$ cat src/rtl/branch_perf_monitor_if.sv
// Retire-stream bundle between the pipeline debug port and branch_perf_monitor.
// master = stream source / counter reader, slave = monitor.
interface branch_perf_monitor_if #(
  parameter int CNT_W = 32
);
  logic             i_insn_vld;
  logic             i_ctrl;
  logic             i_mispred;
  logic [31:0]      i_pc_debug;
  logic             i_clear;
  logic             i_trace_rd;
  logic [CNT_W-1:0] o_cycle_cnt;
  logic [CNT_W-1:0] o_insn_cnt;
  logic [CNT_W-1:0] o_ctrl_cnt;
  logic [CNT_W-1:0] o_mispred_cnt;
  logic             o_done;
  logic             o_err;
  logic             o_trace_vld;
  logic [31:0]      o_trace_pc;
  logic             o_trace_ovf;

  modport master (
    output i_insn_vld, i_ctrl, i_mispred, i_pc_debug, i_clear, i_trace_rd,
    input  o_cycle_cnt, o_insn_cnt, o_ctrl_cnt, o_mispred_cnt,
    input  o_done, o_err, o_trace_vld, o_trace_pc, o_trace_ovf
  );

  modport slave (
    input  i_insn_vld, i_ctrl, i_mispred, i_pc_debug, i_clear, i_trace_rd,
    output o_cycle_cnt, o_insn_cnt, o_ctrl_cnt, o_mispred_cnt,
    output o_done, o_err, o_trace_vld, o_trace_pc, o_trace_ovf
  );
endinterface

$ cat src/rtl/branch_perf_monitor.sv
// Retire-side perf counters with self-loop halt detection; all outputs registered (1-cycle latency).
// Optional mispredicted-PC trace FIFO under macro PERF_TRACE_EN; no backpressure on the retire stream.
module branch_perf_monitor #(
  parameter int CNT_W       = 32,
  parameter int HALT_CNT    = 8,
  parameter int TRACE_DEPTH = 16
) (
  input  logic                  i_clk,
  input  logic                  i_reset,
  branch_perf_monitor_if.slave  bus
);

  typedef enum logic [1:0] {S_IDLE, S_RUN, S_HALT} state_t;
  localparam int SC_W = $clog2(HALT_CNT + 1);

  if (HALT_CNT < 2 || TRACE_DEPTH < 2 || (TRACE_DEPTH & (TRACE_DEPTH - 1)) != 0) begin : g_bad_param
    $error("branch_perf_monitor: HALT_CNT must be >=2 and TRACE_DEPTH a power of two >=2");
  end

  state_t           state_q, state_d;
  logic [CNT_W-1:0] cycle_q, cycle_d;
  logic [CNT_W-1:0] insn_q, insn_d;
  logic [CNT_W-1:0] ctrl_q, ctrl_d;
  logic [CNT_W-1:0] mis_q, mis_d;
  logic [31:0]      last_pc_q, last_pc_d;
  logic [SC_W-1:0]  same_q, same_d;
  logic             err_q, err_d;
  logic             active;
  logic             retire;

  function automatic logic [CNT_W-1:0] sat_inc(input logic [CNT_W-1:0] v);
    return (&v) ? v : v + CNT_W'(1);
  endfunction

  // The IDLE->RUN cycle is already a RUN cycle, so it counts like one.
  assign active = (state_q == S_RUN) || (state_q == S_IDLE && bus.i_insn_vld);
  assign retire = active && bus.i_insn_vld && !bus.i_clear;

  always_comb begin
    state_d   = state_q;
    cycle_d   = cycle_q;
    insn_d    = insn_q;
    ctrl_d    = ctrl_q;
    mis_d     = mis_q;
    last_pc_d = last_pc_q;
    same_d    = same_q;
    err_d     = err_q;
    if (bus.i_clear) begin
      state_d   = S_IDLE;
      cycle_d   = '0;
      insn_d    = '0;
      ctrl_d    = '0;
      mis_d     = '0;
      last_pc_d = '0;
      same_d    = '0;
      err_d     = 1'b0;
    end else if (active) begin
      state_d = S_RUN;
      cycle_d = sat_inc(cycle_q);
      if (bus.i_insn_vld) begin
        insn_d = sat_inc(insn_q);
        if (bus.i_ctrl)    ctrl_d = sat_inc(ctrl_q);
        if (bus.i_mispred) mis_d  = sat_inc(mis_q);
        if (bus.i_mispred && !bus.i_ctrl) err_d = 1'b1;
        same_d    = (bus.i_pc_debug == last_pc_q) ? same_q + SC_W'(1) : SC_W'(1);
        last_pc_d = bus.i_pc_debug;
        if (same_d == SC_W'(HALT_CNT)) state_d = S_HALT;
      end
    end
  end

  always_ff @(posedge i_clk or negedge i_reset) begin
    if (!i_reset) begin
      state_q   <= S_IDLE;
      cycle_q   <= '0;
      insn_q    <= '0;
      ctrl_q    <= '0;
      mis_q     <= '0;
      last_pc_q <= '0;
      same_q    <= '0;
      err_q     <= 1'b0;
    end else begin
      state_q   <= state_d;
      cycle_q   <= cycle_d;
      insn_q    <= insn_d;
      ctrl_q    <= ctrl_d;
      mis_q     <= mis_d;
      last_pc_q <= last_pc_d;
      same_q    <= same_d;
      err_q     <= err_d;
    end
  end

  assign bus.o_cycle_cnt   = cycle_q;
  assign bus.o_insn_cnt    = insn_q;
  assign bus.o_ctrl_cnt    = ctrl_q;
  assign bus.o_mispred_cnt = mis_q;
  assign bus.o_done        = (state_q == S_HALT);
  assign bus.o_err         = err_q;

`ifdef PERF_TRACE_EN
  localparam int PW = $clog2(TRACE_DEPTH);

  logic [31:0] mem_q [TRACE_DEPTH];
  logic [PW:0] wr_q, wr_d;
  logic [PW:0] rd_q, rd_d;
  logic        ovf_q, ovf_d;
  logic        empty, full, push, pop, push_ok;

  assign empty   = (wr_q == rd_q);
  assign full    = (wr_q[PW] != rd_q[PW]) && (wr_q[PW-1:0] == rd_q[PW-1:0]);
  assign push    = retire && bus.i_mispred;
  assign pop     = bus.i_trace_rd && !empty && (state_q != S_HALT) && !bus.i_clear;
  // A pop in the same cycle frees the slot the push lands in.
  assign push_ok = push && (!full || pop);

  always_comb begin
    wr_d  = wr_q;
    rd_d  = rd_q;
    ovf_d = ovf_q;
    if (bus.i_clear) begin
      wr_d  = '0;
      rd_d  = '0;
      ovf_d = 1'b0;
    end else begin
      if (push_ok)        wr_d  = wr_q + (PW+1)'(1);
      if (pop)            rd_d  = rd_q + (PW+1)'(1);
      if (push && !push_ok) ovf_d = 1'b1;
    end
  end

  always_ff @(posedge i_clk or negedge i_reset) begin
    if (!i_reset) begin
      wr_q  <= '0;
      rd_q  <= '0;
      ovf_q <= 1'b0;
    end else begin
      wr_q  <= wr_d;
      rd_q  <= rd_d;
      ovf_q <= ovf_d;
    end
  end

  always_ff @(posedge i_clk) begin
    if (push_ok) mem_q[wr_q[PW-1:0]] <= bus.i_pc_debug;
  end

  assign bus.o_trace_vld = !empty;
  assign bus.o_trace_pc  = empty ? 32'h0 : mem_q[rd_q[PW-1:0]];
  assign bus.o_trace_ovf = ovf_q;
`else
  assign bus.o_trace_vld = 1'b0;
  assign bus.o_trace_pc  = 32'h0;
  assign bus.o_trace_ovf = 1'b0;
`endif

endmodule

$ cat src/flat_wrapper.sv
// flat-port wrapper written by rule: the top's interface ports become plain ports
module branch_perf_monitor_flat 
#(
  parameter int CNT_W       = 32,
  parameter int HALT_CNT    = 8,
  parameter int TRACE_DEPTH = 16
)
  (i_clk, i_reset, bus_i_insn_vld, bus_i_ctrl, bus_i_mispred, bus_i_pc_debug, bus_i_clear, bus_i_trace_rd, bus_o_cycle_cnt, bus_o_insn_cnt, bus_o_ctrl_cnt, bus_o_mispred_cnt, bus_o_done, bus_o_err, bus_o_trace_vld, bus_o_trace_pc, bus_o_trace_ovf);
  branch_perf_monitor_if #(.CNT_W(CNT_W)) bus_i ();
  input  logic i_clk;
  input  logic i_reset;
  input wire logic [$bits(bus_i.i_insn_vld)-1:0] bus_i_insn_vld;
  input wire logic [$bits(bus_i.i_ctrl)-1:0] bus_i_ctrl;
  input wire logic [$bits(bus_i.i_mispred)-1:0] bus_i_mispred;
  input wire logic [$bits(bus_i.i_pc_debug)-1:0] bus_i_pc_debug;
  input wire logic [$bits(bus_i.i_clear)-1:0] bus_i_clear;
  input wire logic [$bits(bus_i.i_trace_rd)-1:0] bus_i_trace_rd;
  output wire logic [$bits(bus_i.o_cycle_cnt)-1:0] bus_o_cycle_cnt;
  output wire logic [$bits(bus_i.o_insn_cnt)-1:0] bus_o_insn_cnt;
  output wire logic [$bits(bus_i.o_ctrl_cnt)-1:0] bus_o_ctrl_cnt;
  output wire logic [$bits(bus_i.o_mispred_cnt)-1:0] bus_o_mispred_cnt;
  output wire logic [$bits(bus_i.o_done)-1:0] bus_o_done;
  output wire logic [$bits(bus_i.o_err)-1:0] bus_o_err;
  output wire logic [$bits(bus_i.o_trace_vld)-1:0] bus_o_trace_vld;
  output wire logic [$bits(bus_i.o_trace_pc)-1:0] bus_o_trace_pc;
  output wire logic [$bits(bus_i.o_trace_ovf)-1:0] bus_o_trace_ovf;
  assign bus_i.i_insn_vld = bus_i_insn_vld;
  assign bus_i.i_ctrl = bus_i_ctrl;
  assign bus_i.i_mispred = bus_i_mispred;
  assign bus_i.i_pc_debug = bus_i_pc_debug;
  assign bus_i.i_clear = bus_i_clear;
  assign bus_i.i_trace_rd = bus_i_trace_rd;
  assign bus_o_cycle_cnt = bus_i.o_cycle_cnt;
  assign bus_o_insn_cnt = bus_i.o_insn_cnt;
  assign bus_o_ctrl_cnt = bus_i.o_ctrl_cnt;
  assign bus_o_mispred_cnt = bus_i.o_mispred_cnt;
  assign bus_o_done = bus_i.o_done;
  assign bus_o_err = bus_i.o_err;
  assign bus_o_trace_vld = bus_i.o_trace_vld;
  assign bus_o_trace_pc = bus_i.o_trace_pc;
  assign bus_o_trace_ovf = bus_i.o_trace_ovf;
  branch_perf_monitor #(.CNT_W(CNT_W), .HALT_CNT(HALT_CNT), .TRACE_DEPTH(TRACE_DEPTH)) u_core (.i_clk(i_clk), .i_reset(i_reset), .bus(bus_i));
endmodule
$ cat config.mk
export PLATFORM = sky130hd
export DESIGN_NAME = branch_perf_monitor_flat
export DESIGN_NICKNAME = d
export VERILOG_FILES = /design/src/rtl/branch_perf_monitor_if.sv /design/src/rtl/branch_perf_monitor.sv /design/src/flat_wrapper.sv
export SDC_FILE = /design/constraint.sdc
export NUM_CORES = 1
export LEC_CHECK = 0
export ABC_AREA = 1
export CORE_MARGIN = 4
export CORE_UTILIZATION = 45
export DETAILED_ROUTE_END_ITERATION = 8
export PLACE_DENSITY = 0.7
export SLEW_MARGIN = 5
export SYNTH_ARGS = -nofsm -noshare
export SYNTH_HDL_FRONTEND = slang
export SYNTH_SLANG_ARGS = --single-unit
$ cat constraint.sdc
create_clock -name i_clk -period 3.1 [get_ports i_clk]
set_input_delay 0.775 -clock i_clk [delete_from_list [all_inputs] [get_ports i_clk]]
set_output_delay 0.775 -clock i_clk [all_outputs]
set_load 0.02 [all_outputs]
; ---- Word-level counts from Yosys, hierarchy flattened
; Cells that the tools add are included.
[totals]
reg_bits = 167
out_inout_bits = 164
elab_cells = 73
[op_classes]
n_reduce_logical = 20
n_mux = 32
eq_ne = 8
addsub = 5
[ops]
columns = cell, count
row1 = $mux 32, 20
row2 = $add 32x1->32 const B, 4
row3 = $reduce_and 32->1, 4
row4 = $eq 32x32->1, 1
row5 = $mux 4, 4
row6 = $reduce_bool 2->1, 5
row7 = $mux 2, 4
row8 = $ne 2x2->1 const B, 4
row9 = $reduce_and 4->1, 2
row10 = $reduce_and 3->1, 2
row11 = $add 4x1->4 const B, 1
row12 = $eq 4x4->1 const B, 1
row13 = $mux 1, 4
row14 = $reduce_and 2->1, 2
row15 = $eq 2x1->1 const B, 1
row16 = $eq 2x2->1 const B, 1
row17 = $logic_and 1x1->1, 2
row18 = $logic_not 2->1, 1
row19 = $logic_not 1->1, 1
row20 = $logic_or 1x1->1, 1

; ---- Longest topological paths before layout
[depth]
ltp_word = 7
mapped_depth = 13

; ---- Least setup slack after synthesis
; No wires, ideal clock.
[synth_path]
path_type = register to register
startpoint = register u_core.cycle_q[0], in the netlist u_core.bus.o_cycle_cnt[0]
endpoint = register u_core.cycle_q[3], in the netlist u_core.bus.o_cycle_cnt[3]
slack_ps = 1125
synth_period_minus_slack_ps = 1975
path_stages_with_launch = 12
arrival_ps = 1852
required_ps = 2977
path_cell_list = dfrtp_1 -> ha_1 -> nand3_2 -> nor2_4 -> nand2_2 -> nor2_8 -> nand3_4 -> nand2_4 -> buf_6 -> nor2_1 -> o21ai_1 -> nor2_1
[synth_via]
elab_chain_cells = 4
[synth_rtl]
columns = item, line_no
row1 = start: declaration, branch_perf_monitor.sv:21  ; logic [CNT_W-1:0] cycle_q, cycle_d;
row2 = start signal: assignment, branch_perf_monitor.sv:84  ; cycle_q <= cycle_d;
row3 = $add 32x1->32, branch_perf_monitor.sv:32  ; return (&v) ? v : v + CNT_W'(1);
row4 = $mux 32, branch_perf_monitor.sv:32
row5 = $mux 32, branch_perf_monitor.sv:57  ; end else if (active) begin
row6 = $mux 32, branch_perf_monitor.sv:48  ; if (bus.i_clear) begin
; Several ways; a longest one is shown, not always the timed one. The select of a mux whose other input is x is not followed.
; A chain may end at the register's enable or synchronous reset.

; ---- Final worst setup path
[layout_path]
startpoint = register u_core.insn_q[0], in the netlist u_core.bus.o_insn_cnt[0]
endpoint = output bus_o_insn_cnt[0]
[layout_rtl]
columns = item, line_no
row1 = start: declaration, branch_perf_monitor.sv:22  ; logic [CNT_W-1:0] insn_q, insn_d;
row2 = start signal: assignment, branch_perf_monitor.sv:85  ; insn_q <= insn_d;
row3 = end: declaration, flat_wrapper.sv:19  ; output wire logic [$bits(bus_i.o_insn_cnt)-1:0] bus_o_insn_cnt;
; No word-level cell between the ends.

==> impl_metrics.py <==
metrics = {
    "status": {
        "status": "finished clean",
    },
    "floorplanning": {
        "die-width_um": 165,
        "core_area_um2": 24300,
        "die_y_um": 165,
        "dieArea_um2": 27300,
        "boundaryPins": 203,
        "initial_utilization": 0.457,
        "placementRows": 57,
    },
    "sta": {
        "finalSetupTns_ns": 0,
        "worst_slew_pin_slew_ns": 0.686,
        "finalCriticalPeriod_ns": 2.42,
        "fmax_ghz": 0.413,
        "setup_violations": 0,
        "period_share": 0.781,
        "slew_viol_final": 0,
        "skew_ns": 0.0149,
        "hold_viol": 0,
        "rsz0062_at_grt": "no",
        "worst_slew_margin_rel": 0.543,
    },
    "critical_path": {
        "max_stage_delay_ns": 0.69,
        "crit_buf_inv": 1,
        "r2r-end": "u_core.bus.o_cycle_cnt[23]",
        "arrival_ns": 1.65,
        "reg2reg_from": "u_core.bus.o_cycle_cnt[0]",
        "cp_top_family": "buffers and inverters",
        "setup.worst_path.class": "reg2out",
        "r2r_cells": 9,
        "worstSetupStartpointType": "register",
        "endpoint_kind": "output port",
        "worstPathCellList": "clkdlybuf4s50_1",
        "path_max_fanout": 8,
        "required_ns": 2.32,
        "cp_slowest_cell": "clkdlybuf4s50_1",
        "reg2reg_slack_ns": 0.74,
    },
    "synthesis": {
        "synthXorXnorAreaFrac": 0.0346,
        "yosysSeqAreaShare": 0.376,
        "yosys.area_share.adder": 0.00562,
        "synthesis.area_um2": 11100,
        "synth_top_family_by_area": "simple AND/OR/NAND/NOR gates",
        "ys_types": 46,
        "syn_area_per_cell_um2": 7.09,
        "ys.warnings.count": 0,
        "synth_top_cell_by_area": "dfrtp_1",
        "ys_ff_latch": 167,
        "synth-simple-area-share": 0.364,
        "synth_compound_area_frac": 0.107,
        "synthMuxAreaShare": 0,
        "synthCells": 1570,
        "netlist.area_leader.share": 0.376,
        "synthTopCellsByArea": "dfrtp_1 38%, nand2_1 15%, nor2_1 5.9%",
    },
    "power": {
        "p_leak_nw": 5.56,
        "power.internal_mw": 3.85,
        "pwr-share-clk": 0.448,
        "switching_share": 0.270,
        "pwr-share-comb": 0.112,
        "p_per_area_nw_per_um2": 388,
        "p_switching_mw": 1.42,
        "pwr-share-seq": 0.440,
        "peakVddDrop_mv": 0.320,
        "p_total_mw": 5.27,
    },
    "finish": {
        "final_nets": 1774,
        "drive_above_1_share": 0.0729,
        "utilization": 0.559,
        "fin_area_um2": 13600,
        "final_common_cell": "nand2_1",
        "instances_no_fill": 2067,
        "area_growth_pct": 22.2,
        "diodes": 0,
        "layout_common_cells": "432 x nand2_1, 176 x nor2_1, 171 x inv_1",
    },
    "grt": {
        "grt_remaining_overflow": 0,
        "first_global_vias": 9920,
        "grt_pass1_wl_um": 50500,
        "grt_use_total": 0.230,
        "grt_start_max_net_pins": 69,
        "antenna_found_initial": 0,
    },
    "route": {
        "wire_per_inst_um": 15.0,
        "ant_nets": 0,
        "drtPass1Iterations": 7,
        "via_count": 10700,
        "drc_errors": 0,
        "vias_per_cell": 5.20,
        "routed_wl_um": 31100,
        "drt-initial-drc-count": 842,
    },
    "placed_design": {
        "gp_congestion": 0.942,
        "dpl-instance-area_um2": 13000,
        "placedCellCount": 2035,
        "place_hpwl_um": 22900,
        "port-buffer-count": 167,
    },
    "clock_network": {
        "cts_inserted_buffers": 17,
        "numClockSinks": 167,
        "clock_latency_ns": 0.42,
        "hold_buffers": 0,
        "clockRootBuffer": "clkbuf_16",
        "ctsResizeCount": 0,
        "cts_setup_buffers": 0,
        "clock_path_buffers": 2,
        "clkTransAtPathRegs_ns": 0.07,
        "htree_num_levels": 4,
        "cts_tree": "done",
    },
    "job": {
        "cap_violations": 0,
    },
    "worst_hold_path": {
        "hp-class": "in2async",
    },
}
==> cells by family (layout without fill, tap and decap cells) <==
family | after synthesis | count (layout)
flip-flops | 167 | 167
buffers and inverters | 257 | 397
XOR/XNOR | 44 | 44
other | 1 | 34
adder cells (fa/ha/maj) | 5 | 5
AO/OA/AOI/OAI | 203 | 203
AND/OR/NAND/NOR | 893 | 893
==> synthesized netlist by cell type, drive strengths merged <==
cell type and n:
ha 5, inv 178, a21o 4, o21ai 114, nand3 120, conb 1, clkbuf 14, xor2 39
buf 62, clkinv 3, nand4 38, nand2 443, o22ai 33, a21oi 41, nand3b 34, or2 6
dfrtp 167, nor3 56, o21bai 1, o31ai 10, xnor2 5, nor3b 6, and2 1, nor2 189
==> per-layer routing <==
layer,track usage,vias up,routed length [um]
li1,-,5375,-
met1,0.310,4985,13800
met2,0.374,344,14500
met3,0.0603,41,2380
met4,0.0488,0,412
met5,0,-,0
==> registers in the layout, indices dropped and copies added (netlist names) <==
register / count
u_core.bus.o_ctrl_cnt: 32
u_core.bus.o_cycle_cnt: 32
u_core.bus.o_err: 1
u_core.bus.o_insn_cnt: 32
u_core.bus.o_mispred_cnt: 32
u_core.last_pc_q: 32
u_core.same_q: 4
u_core.state_q: 2
==> per-stage QoR <==
| stage | setup slack, ns | hold slack (ns) |
|---|---|---|
| 2_1_floorplan | 1.12 | 0.479 |
| 3_3_place_gp | 0.398 | 0.511 |
| 3_5_place_dp | 0.390 | 0.524 |
| 5_1_grt | 0.483 | 0.411 |
| 6_report | 0.678 | 0.370 |
| 4_1_cts | 0.646 | 0.391 |
==> worst max path at each step <==
stage,start,cells past startpoint,end,slack (ns)
finish,u_core.bus.o_insn_cnt[0],1,bus_o_insn_cnt[0],0.68
global route,u_core.bus.o_insn_cnt[0],9,u_core.bus.o_insn_cnt[23],0.48
CTS,u_core.bus.o_insn_cnt[0],1,bus_o_insn_cnt[0],0.65
detailed placement,bus_i_insn_vld,8,u_core.last_pc_q[31],0.39
global placement,bus_i_insn_vld,8,u_core.same_q[0],0.40
floorplan,u_core.bus.o_cycle_cnt[0],11,u_core.bus.o_cycle_cnt[3],1.12
==> power by group through the flow <==
stage / Sequential, mW / Combinational, mW / Clock, mW
floorplan: 2.38 / 0.356 / 0
global placement: 2.36 / 0.582 / 0
detailed placement: 2.36 / 0.592 / 0
CTS: 2.32 / 0.598 / 2.41
global route: 2.33 / 0.666 / 2.51
finish: 2.32 / 0.589 / 2.36
==> cell type report <==
| type | instances | area, um^2 |
|---|---|---|
| multi-input cells | 1179 | 5820 |
| flip-flops and latches | 167 | 4180 |
| well taps | 324 | 405 |
| fillers | 2299 | 10700 |
| clock inverters | 12 | 188 |
| inverters | 181 | 701 |
| repair buffers | 184 | 1850 |
| clock buffers | 20 | 457 |
Note: power is estimated with default switching activity, not from simulation.
